**src/rtl/tdc_pkg.sv**
```systemverilog
// Shared types and width helpers for the TDC measurement sequencer.
package tdc_pkg;

   typedef enum logic [1:0] {IDLE, LAUNCH, CAPTURE, WAIT} tdc_seq_state_t;

   function automatic int hw_width(input int n);
      return $clog2(n) + 1;
   endfunction

endpackage

```
**src/rtl/tdc_stats.sv**
```systemverilog
// Clips incoming Hamming weights to N and keeps running sum, min and max.
module tdc_stats
   import tdc_pkg::*;
#(
   parameter int N            = 64,
   parameter int HW_W         = hw_width(N),
   parameter int LOG2_SAMPLES = 4
) (
   input  logic                         clk,
   input  logic                         rst,
   input  logic                         clr,
   input  logic                         acc,
   input  logic [HW_W-1:0]              hw,
   output logic [HW_W+LOG2_SAMPLES-1:0] sum,
   output logic [HW_W-1:0]              hw_min,
   output logic [HW_W-1:0]              hw_max
);

   localparam int              SUM_W = HW_W + LOG2_SAMPLES;
   localparam logic [HW_W-1:0] N_MAX = HW_W'(N);

   logic [HW_W-1:0] hw_clip;

   assign hw_clip = (hw > N_MAX) ? N_MAX : hw;

   // min starts at N on a batch clear so the first sample always wins
   always_ff @(posedge clk or posedge rst) begin
      if (rst) begin
         sum    <= '0;
         hw_min <= '0;
         hw_max <= '0;
      end else if (clr) begin
         sum    <= '0;
         hw_min <= N_MAX;
         hw_max <= '0;
      end else if (acc) begin
         sum <= sum + SUM_W'(hw_clip);
         if (hw_clip < hw_min) hw_min <= hw_clip;
         if (hw_clip > hw_max) hw_max <= hw_clip;
      end
   end

endmodule

```
**src/rtl/tdc_seq.sv**
```systemverilog
// Batch measurement sequencer: fires launch/capture pairs into the TDC and
// collects 2^LOG2_SAMPLES results, aborting a sample after TIMEOUT wait cycles.
module tdc_seq
   import tdc_pkg::*;
#(
   parameter int N            = 64,
   parameter int HW_W         = hw_width(N),
   parameter int LOG2_SAMPLES = 4,
   parameter int TIMEOUT      = 16
) (
   input  logic                         clk,
   input  logic                         rst,
   input  logic                         en,
   input  logic                         start,
   output logic                         clk_launch,
   output logic                         clk_capture,
   output logic                         val_in,
   input  logic [HW_W-1:0]              hw,
   input  logic                         val_out,
   output logic                         busy,
   output logic                         done,
   output logic                         err,
   output logic [HW_W+LOG2_SAMPLES-1:0] sum,
   output logic [HW_W-1:0]              hw_min,
   output logic [HW_W-1:0]              hw_max,
   output logic [HW_W-1:0]              avg
);

   localparam int TO_W = $clog2(TIMEOUT + 1);

   tdc_seq_state_t          state, state_nxt;
   logic [LOG2_SAMPLES-1:0] smp_cnt;
   logic [TO_W-1:0]         to_cnt;
   logic                    stats_clr, stats_acc, fin, to_hit;

   always_ff @(posedge clk or posedge rst) begin
      if (rst) state <= IDLE;
      else     state <= state_nxt;
   end

   // val_out wins over an expiring timeout on the same edge
   always_comb begin
      state_nxt = state;
      stats_clr = 1'b0;
      stats_acc = 1'b0;
      fin       = 1'b0;
      to_hit    = 1'b0;
      if (!en) begin
         state_nxt = IDLE;
      end else begin
         case (state)
            IDLE: if (start) begin
               stats_clr = 1'b1;
               state_nxt = LAUNCH;
            end
            LAUNCH:  state_nxt = CAPTURE;
            CAPTURE: state_nxt = WAIT;
            WAIT: begin
               if (val_out) begin
                  stats_acc = 1'b1;
                  if (smp_cnt == '1) begin
                     fin       = 1'b1;
                     state_nxt = IDLE;
                  end else begin
                     state_nxt = LAUNCH;
                  end
               end else if (to_cnt == TO_W'(TIMEOUT - 1)) begin
                  to_hit    = 1'b1;
                  state_nxt = IDLE;
               end
            end
            default: state_nxt = IDLE;
         endcase
      end
   end

   // Pulses are registered from the next state so they line up with it exactly
   always_ff @(posedge clk or posedge rst) begin
      if (rst) begin
         clk_launch  <= 1'b0;
         clk_capture <= 1'b0;
         val_in      <= 1'b0;
         done        <= 1'b0;
         err         <= 1'b0;
         smp_cnt     <= '0;
         to_cnt      <= '0;
      end else begin
         clk_launch  <= (state_nxt == LAUNCH);
         val_in      <= (state_nxt == LAUNCH);
         clk_capture <= (state_nxt == CAPTURE);
         done        <= fin | to_hit;
         if (stats_clr)   err <= 1'b0;
         else if (to_hit) err <= 1'b1;
         if (stats_clr)      smp_cnt <= '0;
         else if (stats_acc) smp_cnt <= smp_cnt + 1'b1;
         if (state == CAPTURE)   to_cnt <= '0;
         else if (state == WAIT) to_cnt <= to_cnt + TO_W'(1);
      end
   end

   tdc_stats #(
      .N            (N),
      .HW_W         (HW_W),
      .LOG2_SAMPLES (LOG2_SAMPLES)
   ) u_stats (
      .clk    (clk),
      .rst    (rst),
      .clr    (stats_clr),
      .acc    (stats_acc),
      .hw     (hw),
      .sum    (sum),
      .hw_min (hw_min),
      .hw_max (hw_max)
   );

   assign busy = (state != IDLE);
   assign avg  = sum[HW_W+LOG2_SAMPLES-1:LOG2_SAMPLES];

endmodule

```
**config.mk**
```make
export PLATFORM = sky130hd
export DESIGN_NAME = tdc_seq
export DESIGN_NICKNAME = d
export VERILOG_FILES = /design/src/rtl/tdc_pkg.sv /design/src/rtl/tdc_stats.sv /design/src/rtl/tdc_seq.sv
export SDC_FILE = /design/constraint.sdc
export NUM_CORES = 1
export LEC_CHECK = 0
export ABC_AREA = 1
export BUFFER_PORTS_ARGS = -buffer_cell sky130_fd_sc_hd__buf_2
export CORE_MARGIN = 3
export CORE_UTILIZATION = 55
export CTS_CLUSTER_DIAMETER = 100
export DETAILED_ROUTE_END_ITERATION = 10
export GPL_TIMING_DRIVEN = 0
export PLACE_DENSITY = 0.77
export RECOVER_POWER = 25
export SETUP_SLACK_MARGIN = 0.2
export SYNTH_ARGS = -nofsm -noshare
export SYNTH_HDL_FRONTEND = slang
export SYNTH_SLANG_ARGS = --single-unit
```
**constraint.sdc**
```tcl
create_clock -name clk -period 1.9 [get_ports clk]
set_clock_uncertainty 0.05 [all_clocks]
set_input_delay 0.095 -clock clk [delete_from_list [all_inputs] [get_ports clk]]
set_output_delay 0.095 -clock clk [all_outputs]
set_load 0.02 [all_outputs]
```
==> results of run 1 <==
-- sequential cells by signal (all words and copies together) (netlist names) --
signal,flops
u_stats.sum,11
u_stats.hw_max,7
u_stats.hw_min,7
to_cnt,5
smp_cnt,4
state,2
clk_capture,1
done,1
err,1
val_in,1
-- power by group through the flow --
stage / Combinational, mW / Sequential [mW] / Clock [mW]
final: 0.552 / 0.986 / 0.534
after global routing: 0.626 / 0.998 / 0.588
after CTS: 0.514 / 0.983 / 0.546
after detailed placement: 0.504 / 1.00 / 0
after global placement: 0.488 / 0.997 / 0
after floorplan: 0.334 / 1.03 / 0
-- cell usage in the layout (no fill, tap or decap), drive strengths merged --
master / count
and2: 1
nor3: 5
fa: 1
o21a: 1
o211ai: 1
or2: 1
nor4: 2
clkbuf: 32
clkinv: 3
buf: 40
a21oi: 25
a22o: 2
nand3: 20
inv: 45
nand2: 71
o22ai: 1
ha: 23
xnor2: 1
nand4: 4
dlygate4sd3: 1
dfrtp: 40
a32o: 1
o21ai: 20
nor2: 35
-- synth_stat cells --
cell type,number
a21oi_1,24
a21oi_4,1
a22o_1,2
a32o_1,1
and2_1,1
buf_1,1
buf_4,9
buf_6,1
clkinv_4,2
dfrtp_1,40
fa_1,1
ha_1,23
inv_1,42
inv_2,3
nand2_1,65
nand2_2,1
nand2_4,5
nand3_1,19
nand3_4,1
nand4_1,4
nor2_1,27
nor2_4,8
nor3_1,5
nor4_1,2
o211ai_1,1
o21a_1,1
o21ai_0,12
o21ai_1,2
o21ai_2,6
o22ai_1,1
or2_1,1
xnor2_1,1
-- layer usage --
metal / share of wire [%] / track usage, %
met1: 43 / 26.6
met2: 51 / 38.3
met4: 0.81 / 3.56
met5: 0 / 0
met3: 4.6 / 4.73
-- final cells by class --
type                            instances  area share (%)
Buffer                                 11            2.66
Clock buffer                            6            2.34
Clock inverter                          1           0.161
Inverter                               47            6.01
Multi-Input combinational cell        215            45.8
Sequential cell                        40            32.3
Tap cell                               52            2.10
Timing Repair Buffer                   56            8.63
-- critical path: cells and delay by family, from the launching register on --
kind            cells  cell delay (ns)
compound gates      1             0.18
fa+ha+maj           2             0.53
flops               1             0.43
simple gates        6             0.52
-- cells by family after synthesis --
kind of cell | after synthesis
simple gates | 139
buf+inv | 58
compound gates | 51
flops | 40
fa+ha+maj | 24
xor+xnor | 1
-- through the flow --
step	area (um2)	power (mW)	setup slack [ns]	utilization [%]
2_1_floorplan	2600	1.36	0.203	-
3_3_place_gp	2910	1.49	-0.105	65.4
3_5_place_dp	2910	1.50	-0.121	65.4
4_1_cts	3030	2.04	0.110	68.2
5_1_grt	3100	2.21	0.0156	69.8
6_report	3100	2.07	0.127	69.8
-- worst paths after layout --
path / startpoint / end / depth (start not counted)
max in group asynchronous: rst / u_stats.sum[0]$_DFFE_PP0P_ / 3
max: u_stats.sum[0]$_DFFE_PP0P_ / u_stats.sum[8]$_DFFE_PP0P_ / 9
min in group asynchronous: rst / u_stats.hw_min[6]$_DFFE_PP0P_ / 3
min reg2reg: smp_cnt[3]$_DFFE_PP0P_ / smp_cnt[3]$_DFFE_PP0P_ / 1
min: en / val_in$_DFF_PP0_ / 3
max reg2reg: u_stats.sum[0]$_DFFE_PP0P_ / u_stats.sum[8]$_DFFE_PP0P_ / 9
-- what timing repair did --
item,4_1_cts,5_1_grt
hold buffers,1,0
hold endpoints to repair,40,0
pin swaps,4,11
endpoints found under the setup margin,12,23
setup buffers,2,4
gates resized for setup,8,20
==> metrics, run 1 <==
multiplexer share of the synthesized area 0%; DP Wirelength 4.13 mm; H-tree depth reported by CTS 2; RSZ-0062 raised after global routing yes; DP Cell Count a little over 400; Seq/Total Area, Yosys about two fifths; cell-internal power ~1.4 mW; post-DR wirelength/cell 13.0 um; endpoint type of the worst setup path register; CP cell instances ha_4 -> fa_2 -> nand3_2 -> nand2_2 -> nand4_1 -> o211ai_1 -> nand3_1 -> nand2_1 -> nor2_1; area grow syn2layout 20.3%; GRT overflow 0; setup TNS 0 ns; DRT Pass-1 Iters 4; status complete, no violations; FP Rows 24; setup violators final 0; Compound-Gate Fraction of Synth Area 11.9%; Synth Area in Adders 11.9%; area leader, netlist dfrtp_1; slowest stage delay, CP about 0.43 ns; fin. max-slew vios 0; Iteration-0 DRC Markers between 100 and 150; Starting Density around three fifths; crit path DAT just under 2 ns; Post-Synth XOR/XNOR Area less than 1%; Fmax between 500 and 600 MHz; CTS tree built; Avg Cell Area, Syn 8.24 um2; root buffer cell clkbuf_8; switching power total just under 0.7 mW; share of the synthesized area in the top cell type 38.8%; gr usage total approximately a fifth; register area around 1000 um2; CP Max Fanout 4; Net Count, Synth ~350; chip height between 70 and 80 um; Critical Path RT slightly above 2 ns; worst min-delay path class in2reg; startpoint types register; final net count ~410; Sequential Power Share 47.6%; DRC viols 0; Syn Inst Count 313; minimum clock period after layout roughly 1.8 ns; peak supply drop about 0.46 mV; die area between 5000 and 6000 um2; initial antenna violation count 0; routability cong. about 0.78; synth unique cells 32; largest family of logic cells by synthesized area simple AND/OR/NAND/NOR gates; vias in the first global route just over 2000; slew margin rel. approximately 45%; layout cells sized above 1 between 20% and 30%; n_diodes 0; IO Pins 50; Post-Syn Area 2580 um2; via count between 2000 and 2500; CTS max path bufs 2; clk_lat worst skew around 0.29 ns; Warnings, synthesis 0; clk slew on worst S/H paths roughly 0.08 ns; power share of the combinational group 26.6%; Post-Layout Cell Count approximately 430; Critical-path top delay cell dfrtp_2; Fillers 369; main area contributors after synthesis dfrtp_1 39%, ha_1 11%, nand2_1 9.5%; Crit Path Class reg2reg; r2r setup slk approximately 0.13 ns; Tightest Pin Transition slightly above 0.8 ns; Max-cap violations 0; drt via density 5.25; Leak 1.59 nW; Final period util 93.3%; Multi-input gate area between 1000 and 1500 um2; post-synthesis simple-gate area fraction 26.6%; clock power share around a quarter; area of the core between 4000 and 5000 um2; Sink Count 40; Hold WS 0.0785 ns; sw frac between 30% and 40%; Detailed Route WL 5.55 mm; Seq cells post-synth 40; first-pass GRT wire length 9.18 mm; PortBufs between 40 and 50; Pwr per Cell Area between 600 and 700 nW/um2; Fin. Hold Viols 0; Routed Antenna Nets 0; Die Wd 74.5 um; CTS Buf Count 5; largest net degree at the start of global routing a little over 40
Note: power is estimated with default switching activity, not from simulation.
==> inputs of run 2 (changes only) <==
--- a/config.mk
+++ b/config.mk
@@ -17,4 +17,5 @@
 export SETUP_SLACK_MARGIN = 0.2
 export SYNTH_ARGS = -nofsm -noshare
 export SYNTH_HDL_FRONTEND = slang
+export SYNTH_HIERARCHICAL = 1
 export SYNTH_SLANG_ARGS = --single-unit
==> metrics, run 2 <==
status complete, no violations; vias in the first global route roughly 2300; Net Count, Synth 367; CP Max Fanout 5; Detailed Route WL ~6.9 mm; Critical Path RT a little over 2 ns; Tightest Pin Transition 1.02 ns; final net count 453; Avg Cell Area, Syn approximately 7.8 um2; endpoint type of the worst setup path register; startpoint types input port; H-tree depth reported by CTS 2; worst min-delay path class in2reg; via count ~2600; Fillers around 310; CTS tree built; GRT overflow 0; DP Wirelength between 4 and 5 mm; synth unique cells 34; slew margin rel. 31.9%; Fin. Hold Viols 0; area leader, netlist dfrtp_1; first-pass GRT wire length ~10 mm; area grow syn2layout 31.5%; largest register by flop count u_stats/sum; most frequent cells in the layout 63 x nand2_1, 45 x inv_1, 38 x buf_4; setup ws final between 0.1 and 0.15 ns; pre-CTS setup slack -0.193 ns; DRC viols 0; register area slightly above 1000 um2; Final period util a little over nine tenths; clk slew on worst S/H paths roughly 0.080 ns; DP Cell Count 432; root buffer cell clkbuf_8; share of the synthesized area in the top cell type between 30% and 40%; top flop regs u_stats/sum: 11 flops, u_stats/hw_max: 7 flops, u_stats/hw_min: 7 flops; Hold WS approximately 0.016 ns; post-DR wirelength/cell 14.7 um; die area around 5600 um2; n_diodes 0; max FFs per register 11; CTS Buf Count 5; setup violators final 0; Sink Count 40; DRT Pass-1 Iters 4; IO Pins 50; fin. max-slew vios 0; crit path DAT around 1.9 ns; Seq cells post-synth 40; initial antenna violation count 0; PortBufs 49; Post-Layout Cell Count between 400 and 500; Pwr per Cell Area about 1200 nW/um2; Routed Antenna Nets 0; post-synthesis async set-or-reset flop share 100%; drt via density 5.47; layout cells sized above 1 between 30% and 40%; Multi-input gate area 1480 um2; Iteration-0 DRC Markers 247; Starting Density about three fifths; Final Core Density about three quarters; total power a little under 4 mW; main area contributors after synthesis dfrtp_1 39%, ha_1 11%, nand2_1 9.9%; Warnings, synthesis 6; routability cong. between 0.8 and 0.9; chip height around 75 um; largest net degree at the start of global routing 26; clk_lat worst skew between 0.2 and 0.3 ns; Syn Inst Count approximately 330; cell with the most instances after synthesis nand2_1; RSZ-0062 raised after global routing yes; minimum clock period after layout around 1.8 ns; synth cell count leaders 68 x nand2_1, 51 x inv_1, 40 x dfrtp_1, 32 x nand3_1, 28 x nor2_1; area of the core 4440 um2; Leak roughly 1.8 nW; peak supply drop between 0.7 and 0.8 mV; Die Wd 74.6 um; Post-Syn Area between 2000 and 3000 um2; most common flop cell mapped by yosys dfrtp_1; FP Rows 24; Crit Path Class in2reg; EDFF count, synth 0; Max-cap violations 0; gr usage total a little under a quarter; CTS max path bufs 2; Fmax between 500 and 600 MHz; most common cell after layout, fill and taps aside nand2_1; Seq/Total Area, Yosys between 30% and 40%
run 2: cell count changes after synthesis, sizes merged, moves of 3 or more:
cell / change
inv: +8
nand4: +5
a21oi: -6
nand2: +3
a31oi: +3
o21ai: -5
nand3: +13
run 2: layer usage:
layer	global-route usage (%)	share of wire, %	routed length (um)	up-vias
met5	0	0	0	-
met4	8.89	3.9	272	0
met3	4.94	6.1	422	27
met2	41.4	51	3540	92
met1	27.6	39	2670	1208
li1	-	-	-	1242
run 2: logic make-up (layout without fill, tap and decap cells):
kind of cell	after synthesis	count (layout)	synth area share [%]
adders and majority gates	24	24	11.9
DFF	40	40	38.6
buffers and inverters	66	153	11.3
AOI/OAI and AO/OA	45	45	10.1
and+or+nand+nor	154	154	27.3
xor gates and xnor gates	2	2	0.676
run 2: cell type report:
type	instances	area share, %
multi-input combinational	225	43.6
sequential	40	29.6
timing repair buffer	79	13.5
inverter	55	6.32
clock buffer	8	2.64
buffer	11	2.46
tap	52	1.91
run 2: worst paths after layout:
| path | start | slack, ns | depth (start not counted) | endpoint |
|---|---|---|---|---|
| min in group asynchronous | rst | 0.36 | 3 | smp_cnt[1]$_DFFE_PP0P_ |
| worst max register to register | u_stats/hw_max[5]$_DFFE_PP0P_ | 0.17 | 9 | u_stats/hw_max[0]$_DFFE_PP0P_ |
| max in group asynchronous | rst | 0.56 | 3 | u_stats/hw_min[4]$_DFFE_PP0P_ |
| worst min register to register | err$_DFFE_PP0P_ | 0.48 | 2 | err$_DFFE_PP0P_ |
| worst max-delay path | hw[1] | 0.11 | 14 | u_stats/hw_max[0]$_DFFE_PP0P_ |
| worst min-delay path | en | 0.02 | 3 | state[1]$_DFF_PP0_ |
run 2: timing repair:
action / CTS / global route
endpoints found under the setup margin: 25 / 22
gates cloned: 0 / 1
pin swaps: 6 / 16
resized for setup: 14 / 33
buffers inserted: 11 / 17
hold buffers: 1 / 0
hold endpoints to repair: 15 / 0
run 2: power breakdown:
part | switching (mW) | internal (mW) | leakage (nW)
Clock | 0.299 | 0.297 | 0.0455
Sequential | 0.221 | 1.08 | 0.526
Combinational | 1.20 | 0.840 | 1.28
Total | 1.72 | 2.21 | 1.85
run 2: through the flow:
| stage | setup TNS (ns) | area, um2 |
|---|---|---|
| after global placement | -2.72 | 2940 |
| final | 0 | 3410 |
| after detailed placement | -3.16 | 2940 |
| after floorplan | 0 | 2630 |
| after CTS | 0 | 3160 |
| after global routing | 0 | 3410 |
run 2: worst max-delay path, stage by stage:
cell and delay (ns):
buf_2 0.11, nor2_1 0.09, nand3_1 0.12, nand2_2 0.12, inv_2 0.07, nor2_4 0.19, ha_1 0.28, nand4_1 0.12
nor2_1 0.07, a21oi_2 0.22, nand2_2 0.13, buf_6 0.16, nand3_1 0.08, nand2_1 0.06
==> inputs of run 3 (changes only) <==
--- a/config.mk
+++ b/config.mk
@@ -5,14 +5,13 @@
 export SDC_FILE = /design/constraint.sdc
 export NUM_CORES = 1
 export LEC_CHECK = 0
-export ABC_AREA = 1
 export BUFFER_PORTS_ARGS = -buffer_cell sky130_fd_sc_hd__buf_2
 export CORE_MARGIN = 3
-export CORE_UTILIZATION = 55
+export CORE_UTILIZATION = 56
 export CTS_CLUSTER_DIAMETER = 100
 export DETAILED_ROUTE_END_ITERATION = 10
 export GPL_TIMING_DRIVEN = 0
-export PLACE_DENSITY = 0.77
+export PLACE_DENSITY = 0.79
 export RECOVER_POWER = 25
 export SETUP_SLACK_MARGIN = 0.2
 export SYNTH_ARGS = -nofsm -noshare
==> constraint.sdc (replaced) <==
create_clock -name clk -period 2 [get_ports clk]
set_clock_uncertainty 0.05 [all_clocks]
set_input_delay 0.1 -clock clk [delete_from_list [all_inputs] [get_ports clk]]
set_output_delay 0.1 -clock clk [all_outputs]
set_load 0.02 [all_outputs]
==> metrics, run 3 <==
Avg Cell Area, Syn approximately 9.5 um2; most frequent cells in the layout 37 x buf_2, 33 x dfrtp_1, 27 x buf_4; DRC viols 0; Sink Count 40; multiplexer share of the synthesized area ~5.4%; chip height between 70 and 80 um; slowest stage delay, CP approximately 0.46 ns; H-tree depth reported by CTS 2; Seq cells post-synth 40; Die Wd 74.1 um; RSZ-0062 raised after global routing yes; FF-to-FF Start u_stats/sum[1]$_DFFE_PP0P_; Pwr per Cell Area 632 nW/um2; CP Max Fanout 4; CTS max path bufs 2; clk slew on worst S/H paths 0.08 ns; Post-Layout Cell Count 402; most common cell after layout, fill and taps aside buf_2; die area ~5500 um2; slew margin rel. 30.6%; Starting Density between 50% and 60%; drt via density 5.81; crit path DAT around 2.2 ns; Synth Area in Adders between 10% and 20%; largest net degree at the start of global routing 26; clk_lat worst skew roughly 0.30 ns; Fin. Hold Viols 0; grt met2 use 38.9%; DP Wirelength about 4.2 mm; post-synthesis simple-gate area fraction a little under a fifth; setup ws final -0.000786 ns; CP cell instances ha_4 -> a211oi_2 -> nor2_1 -> or4_4 -> a2111o_1 -> nand3_2; Critical Path Source u_stats/sum[1]$_DFFE_PP0P_; met3 Usage GRT under 10%; Crit Path Class reg2reg; fin. max-slew vios 0; GRT busiest layer met2; post-DR wirelength/cell ~16 um; FP Rows 24; WP buf/inv 0; worst min-delay path class in2reg; status finished with violations; IO Pins 50; gr usage total 23.2%; Max-cap violations 0; Seq/Total Area, Yosys a little under 40%; routability cong. between 0.8 and 0.9; initial antenna violation count 0; DP Cell Count 375; Critical-path top delay cell or4_4; largest register by flop count u_stats/sum; synth cell count leaders 40 x dfrtp_1, 29 x inv_1, 23 x ha_1, 19 x nor2_1, 18 x nand3_1; largest family of logic cells by synthesized area simple AND/OR/NAND/NOR gates; root buffer cell clkbuf_8; Worst path top cell family by delay simple AND/OR/NAND/NOR gates; Routed Antenna Nets 0; Tightest Pin Transition between 1 and 1.5 ns; min-delay src en; share of the synthesized area in the top cell type around two fifths; EDFF count, synth 0; first-pass GRT wire length 9.83 mm; endpoint type of the worst setup path register; Net Count, Synth 310; CTS Buf Count 5; cell with the most instances after synthesis dfrtp_1; synth unique cells approximately 50; minimum clock period after layout around 2 ns; Final period util 100%; Compound-Gate Fraction of Synth Area 15.7%; n_diodes 0; layout cells sized above 1 between 30% and 40%; PortBufs between 40 and 50; vias in the first global route between 2000 and 2500; DRT Pass-1 Iters 4; CTS tree built; Fillers 299; post-synthesis async set-or-reset flop share 100%; Final Core Density about four fifths; total power ~2.2 mW; setup violators final 1; via count 2334; most common flop cell mapped by yosys dfrtp_1; GRT overflow 0; Iteration-0 DRC Markers approximately 220; Warnings, synthesis 6; Post-Syn Area 2600 um2; top flop regs u_stats/sum: 11 flops, u_stats/hw_max: 7 flops, u_stats/hw_min: 7 flops; Post-Synth XOR/XNOR Area 1.35%; Leak ~1.6 nW; startpoint types register; max FFs per register 11; Detailed Route WL roughly 6.5 mm; main area contributors after synthesis dfrtp_1 39%, ha_1 11%, mux2i_1 5.4%; peak supply drop 0.527 mV; area grow syn2layout 32.8%; final net count ~390; Syn Inst Count between 200 and 300; area leader, netlist dfrtp_1; met1 Use GR a little under a third; area of the core roughly 4400 um2; failing checks negative setup slack; Fmax about 500 MHz; Critical Path RT 2.18 ns
## run 3: changes by cell type in the layout (fill, tap and decap cells not counted), sizes merged, moves of 4 or more
cell    previous run  this run
nand2             74        15
inv               53        28
nand3             33        18
nor2              34        19
a21oi             19         5
mux2i              0        14
nor2b              0         8
a211oi             0         6
buf               74        68
nand4              9         4
o31ai              0         4
## run 3: cell families (layout without fill, tap and decap cells)
kind of cell,count (synthesis),in the layout
flip-flops,40,40
XOR/XNOR,4,4
AND/OR/NAND/NOR,88,88
AO/OA/AOI/OAI,57,57
buffers and inverters,47,123
multiplexers,14,14
adder cells (fa/ha/maj),24,24
## run 3: area by class of cell
type                       count  area, um2  share of cell area, %
clock buffer                   7       86.3                   2.50
clock inverter                 1       7.51                  0.218
buffer                        18        133                   3.85
timing repair buffer          68        379                   11.0
tap                           52       65.1                   1.89
multi-input combinational    187       1650                   47.9
inverter                      29        115                   3.34
sequential                    40       1010                   29.3
## run 3: per-layer routing
| metal | routed length [um] | vias up |
|---|---|---|
| li1 | - | 1120 |
| met1 | 2810 | 1124 |
| met2 | 3280 | 81 |
| met3 | 380 | 9 |
| met4 | 70 | 0 |
| met5 | 0 | - |
## run 3: final timing paths
| kind | slack (ns) | cells after the start | end |
|---|---|---|---|
| hold / removal | 0.06 | 2 | state[1]$_DFF_PP0_ |
| max in group asynchronous | 0.62 | 3 | u_stats/sum[1]$_DFFE_PP0P_ |
| min in group asynchronous | 0.38 | 3 | to_cnt[1]$_DFFE_PP0P_ |
| setup / recovery | -0.0008 | 6 | u_stats/sum[7]$_DFFE_PP0P_ |
| hold reg to reg | 0.45 | 1 | err$_DFFE_PP0P_ |
| setup reg to reg | -0.0008 | 6 | u_stats/sum[7]$_DFFE_PP0P_ |
## run 3: what timing repair did
action / CTS / global route
hold endpoints to repair: 15 / 0
setup endpoints to repair: 25 / 25
setup buffers: 10 / 7
resized for setup: 27 / 36
hold buffers: 1 / 0
cloned: 1 / 0
pin swaps: 8 / 9
## run 3: through the flow
step           setup slack (ns)  hold WS (ns)  setup TNS (ns)  cell area [um2]
2_1_floorplan           0.00401       -0.0485               0             2690
3_3_place_gp             -0.375         0.137           -3.93             3000
3_5_place_dp             -0.392         0.145           -4.04             3000
4_1_cts                  0.0243        0.0596               0             3270
5_1_grt                 -0.0366        0.0585         -0.0782             3450
6_report              -0.000786        0.0627       -0.000786             3450
## run 3: power by group
group / total (mW) / switching (mW) / leakage (nW) / internal (mW)
logic: 0.670 / 0.382 / 1.03 / 0.288
clock network: 0.577 / 0.296 / 0.0445 / 0.281
registers: 0.933 / 0.0582 / 0.524 / 0.875
## run 3: worst register-to-register path, delay by kind of cell, from the launching register on
kind | cells | cell delay, ns
adders and majority gates | 1 | 0.23
DFF | 1 | 0.44
and+or+nand+nor | 3 | 0.63
AOI/OAI and AO/OA | 2 | 0.60
